File: src/rtl/half_sub.sv
// Single-bit half subtractor: diff = x - y, bor set when x < y.
module half_sub (
    input  logic x,
    input  logic y,
    output logic diff,
    output logic bor
);

    assign diff = x ^ y;
    assign bor  = ~x & y;

endmodule

File: src/rtl/fs_by_hs.sv
// Registered ripple-borrow subtractor: {ba, d} = a - b - c, one cycle latency.
// Each bit is a full subtractor made of two half subtractors plus an OR.
module fs_by_hs #(
    parameter int unsigned WIDTH = 1
) (
    input  logic             clk,
    input  logic             rst,
    input  logic             in_valid,
    input  logic [WIDTH-1:0] a,
    input  logic [WIDTH-1:0] b,
    input  logic             c,
    output logic             out_valid,
    output logic [WIDTH-1:0] d,
    output logic             ba
);

    logic [WIDTH-1:0] d1;
    logic [WIDTH-1:0] b1;
    logic [WIDTH-1:0] b2;
    logic [WIDTH-1:0] diff;
    // bin[i] is the borrow into bit i; bin[WIDTH] is the final borrow-out.
    logic [WIDTH:0]   bin;

    assign bin[0] = c;

    for (genvar i = 0; i < WIDTH; i++) begin : g_bit
        half_sub u_hs1 (
            .x    (a[i]),
            .y    (b[i]),
            .diff (d1[i]),
            .bor  (b1[i])
        );

        half_sub u_hs2 (
            .x    (d1[i]),
            .y    (bin[i]),
            .diff (diff[i]),
            .bor  (b2[i])
        );

        assign bin[i+1] = b1[i] | b2[i];
    end

    // Capture result on valid input; otherwise hold d/ba and drop out_valid.
    always_ff @(posedge clk or posedge rst) begin
        if (rst) begin
            out_valid <= 1'b0;
            d         <= '0;
            ba        <= 1'b0;
        end else begin
            out_valid <= in_valid;
            if (in_valid) begin
                d  <= diff;
                ba <= bin[WIDTH];
            end
        end
    end

endmodule

File: config.mk
export PLATFORM = sky130hd
export DESIGN_NAME = fs_by_hs
export DESIGN_NICKNAME = d
export VERILOG_FILES = /design/src/rtl/half_sub.sv /design/src/rtl/fs_by_hs.sv
export SDC_FILE = /design/constraint.sdc
export NUM_CORES = 1
export LEC_CHECK = 0
export ABC_AREA = 1
export CAP_MARGIN = 25
export CORE_AREA = 5 5 42 44
export DETAILED_ROUTE_END_ITERATION = 10
export DIE_AREA = 0 0 47 49
export GPL_ROUTABILITY_DRIVEN = 0
export GPL_TIMING_DRIVEN = 0
export PLACE_DENSITY = 0.38
export REMOVE_ABC_BUFFERS = 1
export SLEW_MARGIN = 40
export SYNTH_ARGS = -nofsm -noshare
export SYNTH_HDL_FRONTEND = slang
export SYNTH_SLANG_ARGS = --single-unit
File: constraint.sdc
create_clock -name clk -period 1 [get_ports clk]
set_clock_uncertainty 0.15 [all_clocks]
set_input_delay 0.2 -clock clk [delete_from_list [all_inputs] [get_ports clk]]
set_output_delay 0.2 -clock clk [all_outputs]
set_load 0.01 [all_outputs]
==> results.md, run 1 <==
- Vias per cell: 2.87
- Synthesized area: 136 µm²
- Worst-path clk slew: 0.04 ns
- Global route overflow: 0
- Crit path cell chain: buf_2
- Worst hold path type: in2reg
- IR drop worst, VDD: 368 µV
- Worst slew pin tran: 0.133 ns
- RSZ-0062 raised after global routing: true
- Synth unique cells: 4
- Finished Core Util: 19.4%
- Crit share post-route: 108%
- Share of Yosys cell area claimed by the top area cell type: 55.0%
- Nature of the critical path endpoint: output port
- Wirelength per Cell: 7.22 µm
- Die ar.: 0.00230 mm²
- Max stage delay on crit path: 0.36 ns
- Post-Syn Area per Cell: 9.09 µm²
- Setup violations, final: 3
- DR pass1 iterations: 2
- Clock sinks: 3
- WL final: 332 µm
- Max-cap violation count: 0
- Fin worst setup slack: -0.0812 ns
- Seq/Total Area, Yosys: 55.0%
- Vias in the first global route: 149
- FP Rows: 14
- Nets@finish: 38
- CP max FO: 2
- Slew Viols, Final: 0
- FF+latch count, synth: 3
- Buffers added on ports: 8
- Setup tns final: -0.232 ns
- Worst setup SP type: flip-flop
- Worst Path Arrival: 0.73 ns
- Worst path required time: 0.65 ns
- I/O pins: 9
- Largest net degree at the start of global routing: 5
- Slew Limit Headroom: 91.1%
- Main synth FF type: dfrtp_1
- Final cell count without fillers: 46
- Max Root-Sink Buffers: 2
- Ys Warns: 0
- Leakage: 0.150 nW
- Yosys top cell by area: dfrtp_1
- Fin. Hold Viols: 0
- Root Buffer: clkbuf_4
- # DRC: 0
- Critical path type: reg2out
- Area contributors post-synth: dfrtp_1 55%, nand2_1 17%, fa_1 15%
- Worst-Skew Late Latency: 0.23 ns
- H-tree Lvls: 1
- Layout cells sized above 1: 43.3%
- Starting Density: 9.73%
- Inst Count DP: 39
- Top-count cell post-synth: nand2_1
- Cell Pwr Density: 1610 mW/mm²
- Chip height: 49 µm
- Chip Width: 47 µm
- Crit path time final: 1.08 ns
- CTS buffer count: 3
- Violated checks: negative setup slack
- Area delta synth->final: 99.1%
- DRT antenna net count: 0
- First-pass GRT wire length: 531 µm
- Status: complete, but fails checks
- CP max-delay cell: dfrtp_1
- # diodes: 0
- CP top delay family: flip-flops
- Antenna violations before repair: 0
- Synth cell count leaders: 6 x nand2_1, 5 x inv_1, 3 x dfrtp_1, 1 x fa_1
- Async SR Flop Fraction: 100%
- Crit path buf inv count: 1
- DR vias: 132
- Core ar.: 0.00140 mm²
- Starting DRC count in detailed routing: 1
- GRT Overall Usage: 3.82%
- Synth Instances: 15
- Max Fclk: 925 MHz
- EDFF count, synth: 0
- CTS tree: built
[cells in the final DEF, fill, tap and decap left out]
| master | count |
|---|---|
| buf_2 | 2 |
| buf_4 | 2 |
| buf_6 | 1 |
| clkbuf_1 | 1 |
| clkbuf_2 | 2 |
| clkbuf_4 | 3 |
| clkdlybuf4s15_1 | 1 |
| clkdlybuf4s50_1 | 2 |
| dfrtp_1 | 3 |
| dlygate4sd3_1 | 1 |
| fa_1 | 1 |
| inv_1 | 3 |
| inv_2 | 2 |
| nand2_1 | 5 |
| nand2_2 | 1 |
[what timing repair did]
| action | 4_1_cts | 5_1_grt |
|---|---|---|
| pin swaps | 3 | 3 |
| setup endpoints to repair | 5 | 5 |
| gates resized for setup | 18 | 6 |
| cloned | 0 | 0 |
| buffers inserted | 2 | 1 |
| hold endpoints to repair | 3 | 0 |
| hold buffers | 1 | 0 |
[state kept, by name (all words and copies together), names as in the netlist]
name and count:
ba 1, d 1, out_valid 1
[final cells by class]
| class | instances | area, µm² |
|---|---|---|
| Multi-Input combinational cell | 7 | 45.0 |
| Sequential cell | 3 | 75.1 |
| Inverter | 5 | 18.8 |
| Tap cell | 16 | 20.0 |
| Timing Repair Buffer | 11 | 86.3 |
| Fill cell | 160 | 1130 |
| Clock buffer | 4 | 26.3 |
[per-layer routing]
layer  track usage, %  up-vias  part of all wire [%]
met2             3.62        9                    36
li1                 -       71                     -
met1             3.79       52                    45
met3             3.32        0                    19
met5                0        -                     0
met4             5.53        0                     0
[tightest hold or removal path: cells and delay by family]
family / cells / cell delay [ns]
adders and majority gates: 1 / 0.15
buffers and inverters: 1 / 0.09
and+or+nand+nor: 2 / 0.09
[power breakdown]
| part | internal, mW | switching [mW] | total, mW |
|---|---|---|---|
| registers | 0.135 | 0.00646 | 0.141 |
| logic | 0.0518 | 0.0345 | 0.0862 |
| clock network | 0.149 | 0.0610 | 0.210 |
[cells by family after synthesis]
kind of cell | Yosys count | synth area share [%]
simple gates | 6 | 16.5
flops | 3 | 55.0
fa+ha+maj | 1 | 14.7
buf+inv | 5 | 13.8
[through the flow]
step | cell area [µm²] | power [mW] | hold slack [ns] | setup WS, ns
final | 272 | 0.438 | 0.195 | -0.0812
after detailed placement | 236 | 0.219 | 0.232 | -0.527
after floorplan | 136 | 0.168 | -0.196 | -0.0416
after CTS | 273 | 0.442 | 0.289 | -0.100
after global routing | 272 | 0.477 | 0.210 | -0.129
after global placement | 236 | 0.217 | 0.229 | -0.513
[final timing paths]
kind	start	end	slack [ns]	cells past startpoint
worst max register to register	ba	ba	0.15	3
worst min register to register	ba	ba	0.41	3
min in group asynchronous	rst	out_valid	0.56	3
max in group asynchronous	rst	ba	0.04	3
worst max-delay path	ba	ba	-0.08	1
worst min-delay path	a	d	0.19	4
Note: power is estimated with default switching activity, not from simulation.
==> run 2, diff against run 1 <==
--- a/config.mk
+++ b/config.mk
@@ -12,7 +12,7 @@
 export DIE_AREA = 0 0 47 49
 export GPL_ROUTABILITY_DRIVEN = 0
 export GPL_TIMING_DRIVEN = 0
-export PLACE_DENSITY = 0.38
+export PLACE_DENSITY = 0.39
 export REMOVE_ABC_BUFFERS = 1
 export SLEW_MARGIN = 40
 export SYNTH_ARGS = -nofsm -noshare
==> constraint.sdc (replaced) <==
create_clock -name clk -period 0.9 [get_ports clk]
set_clock_uncertainty 0.15 [all_clocks]
set_input_delay 0.18 -clock clk [delete_from_list [all_inputs] [get_ports clk]]
set_output_delay 0.18 -clock clk [all_outputs]
set_load 0.01 [all_outputs]
==> run 2 against run 1 <==
- the flow finishes with violations (negative hold slack, negative setup slack)
- setup slack lost 0.083 ns
- critical endpoint unchanged
- critical path depth is the same
- non-clock buffer count shrank 1
- sequential power grew 11%
- final cell count shrank 2.2%
==> results.md, run 2 (synthesis gave the netlist of run 1 again) <==
- Status: complete, but fails checks
- Violated checks: negative hold slack, negative setup slack
- Cell Pwr Density: 1820 mW/mm²
- GRT Overall Usage: 3.61%
- Final cell count without fillers: 45
- Clock sinks: 3
- Worst-Skew Late Latency: 0.23 ns
- Area delta synth->final: 96.3%
- Vias in the first global route: 145
- Max Root-Sink Buffers: 2
- Slew Viols, Final: 0
- CP top delay family: flip-flops
- CTS tree: built
- CP max-delay cell: dfrtp_1
- CP max FO: 2
- Fin worst setup slack: -0.164 ns
- Multi-input gate area: 47.5 µm²
- Worst setup SP type: flip-flop
- I/O pins: 9
- Worst r2r dst: d
- Chip height: 49 µm
- Most frequent cells in the layout: 4 x nand2_1, 4 x buf_2, 3 x inv_1, 3 x dfrtp_1, 3 x clkbuf_4
- Worst Path Arrival: 0.73 ns
- FP Rows: 14
- Fin. Hold Viols: 3
- Buffers added on ports: 8
- # diodes: 0
- Worst-path clk slew: 0.04 ns
- DR vias: 126
- RSZ-0062 raised after global routing: true
- Leakage: 0.156 nW
- Worst reg2reg path depth: 3
- Root Buffer: clkbuf_4
- Crit path time final: 1.06 ns
- Fin area: 268 µm²
- Biggest regs: ba x1, d x1, out_valid x1
- Slew Limit Headroom: 89.4%
- Max stage delay on crit path: 0.36 ns
- Nature of the critical path endpoint: output port
- Layout cells sized above 1: 51.7%
- Starting Density: 9.73%
- WL final: 328 µm
- DRT antenna net count: 0
- Max-cap violation count: 0
- Crit path cell chain: buf_2
- IR drop worst, VDD: 417 µV
- Crit path buf inv count: 1
- Worst hold path type: in2async
- Fillers: 163
- Inst Count DP: 39
- Core ar.: 0.00140 mm²
- R2R Path Start: d
- Vias per cell: 2.80
- Worst path required time: 0.57 ns
- Placed cell area: 236 µm²
- Max Fclk: 940 MHz
- Crit share post-route: 118%
- Reg area: 75.1 µm²
- DR pass1 iterations: 2
- First-pass GRT wire length: 517 µm
- Largest net degree at the start of global routing: 5
- CTS buffer count: 3
- Global route overflow: 0
- Chip Width: 47 µm
- DP Worst Slack: -0.607 ns
- Setup violations, final: 3
- Starting DRC count in detailed routing: 1
- Antenna violations before repair: 0
- Min Hold Slack: -0.0321 ns
- Critical path type: reg2out
- Worst slew pin tran: 0.159 ns
- Die ar.: 0.00230 mm²
- Wirelength per Cell: 7.29 µm
- # DRC: 0
- Nets@finish: 37
- Reg2reg setup slack: 0.05 ns
- H-tree Lvls: 1
## run 2: changes by cell type in the layout (fill, tap and decap cells not counted)
cell             change
dlygate4sd3_1        -1
clkdlybuf4s15_1      -1
clkdlybuf4s50_1      -1
nand2_2              +1
clkbuf_2             -2
dlymetal6s2s_1       +1
nand2_1              -1
buf_6                +1
buf_2                +2
## run 2: metal layers
metal / track usage, % / vias up / share of wire [%]
met4: 5.53 / 0 / 0
met1: 3.79 / 49 / 47
met5: 0 / - / 0
li1: - / 68 / -
met2: 3.62 / 9 / 36
met3: 2.21 / 0 / 16
## run 2: area by class of cell
type,instances,area share [%]
Clock buffer,4,9.81
Inverter,5,7.01
Multi-Input combinational cell,7,17.8
Sequential cell,3,28.0
Tap cell,16,7.48
Timing Repair Buffer,10,29.9
## run 2: report_power, final
part           switching [mW]  total (mW)  leakage (nW)  internal [mW]
logic                  0.0389      0.0951         0.105         0.0562
clock network          0.0694       0.236        0.0150          0.166
registers             0.00711       0.157        0.0360          0.150
total                   0.115       0.487         0.156          0.372
## run 2: worst register-to-register path: stages, from the launching register on
cell and delay, ns:
dfrtp_1 0.38, buf_4 0.14, nand2_2 0.04, nand2_1 0.04
## run 2: stage by stage
stage | total power, mW | TNS [ns] | util [%]
after detailed placement | 0.243 | -2.06 | 16.9
after global routing | 0.520 | -0.581 | 19.1
after global placement | 0.241 | -2.00 | 16.9
after floorplan | 0.187 | -0.154 | -
after CTS | 0.484 | -0.512 | 17.7
final | 0.487 | -0.469 | 19.1
## run 2: worst max-delay path by stage
stage,startpoint,to,slack (ns),cells after the start
final,ba,ba,-0.16,1
after global routing,ba,ba,-0.20,1
after CTS,ba,ba,-0.18,1
after detailed placement,b,d,-0.61,5
after global placement,b,d,-0.59,5
after floorplan,b,d,-0.12,4
## run 2: repair_timing
| item | in CTS | in global routing |
|---|---|---|
| buffers inserted | 2 | 1 |
| endpoints found under the hold margin | 3 | 3 |
| setup endpoints to repair | 5 | 5 |
| resized for setup | 22 | 7 |
| pin swaps | 3 | 3 |
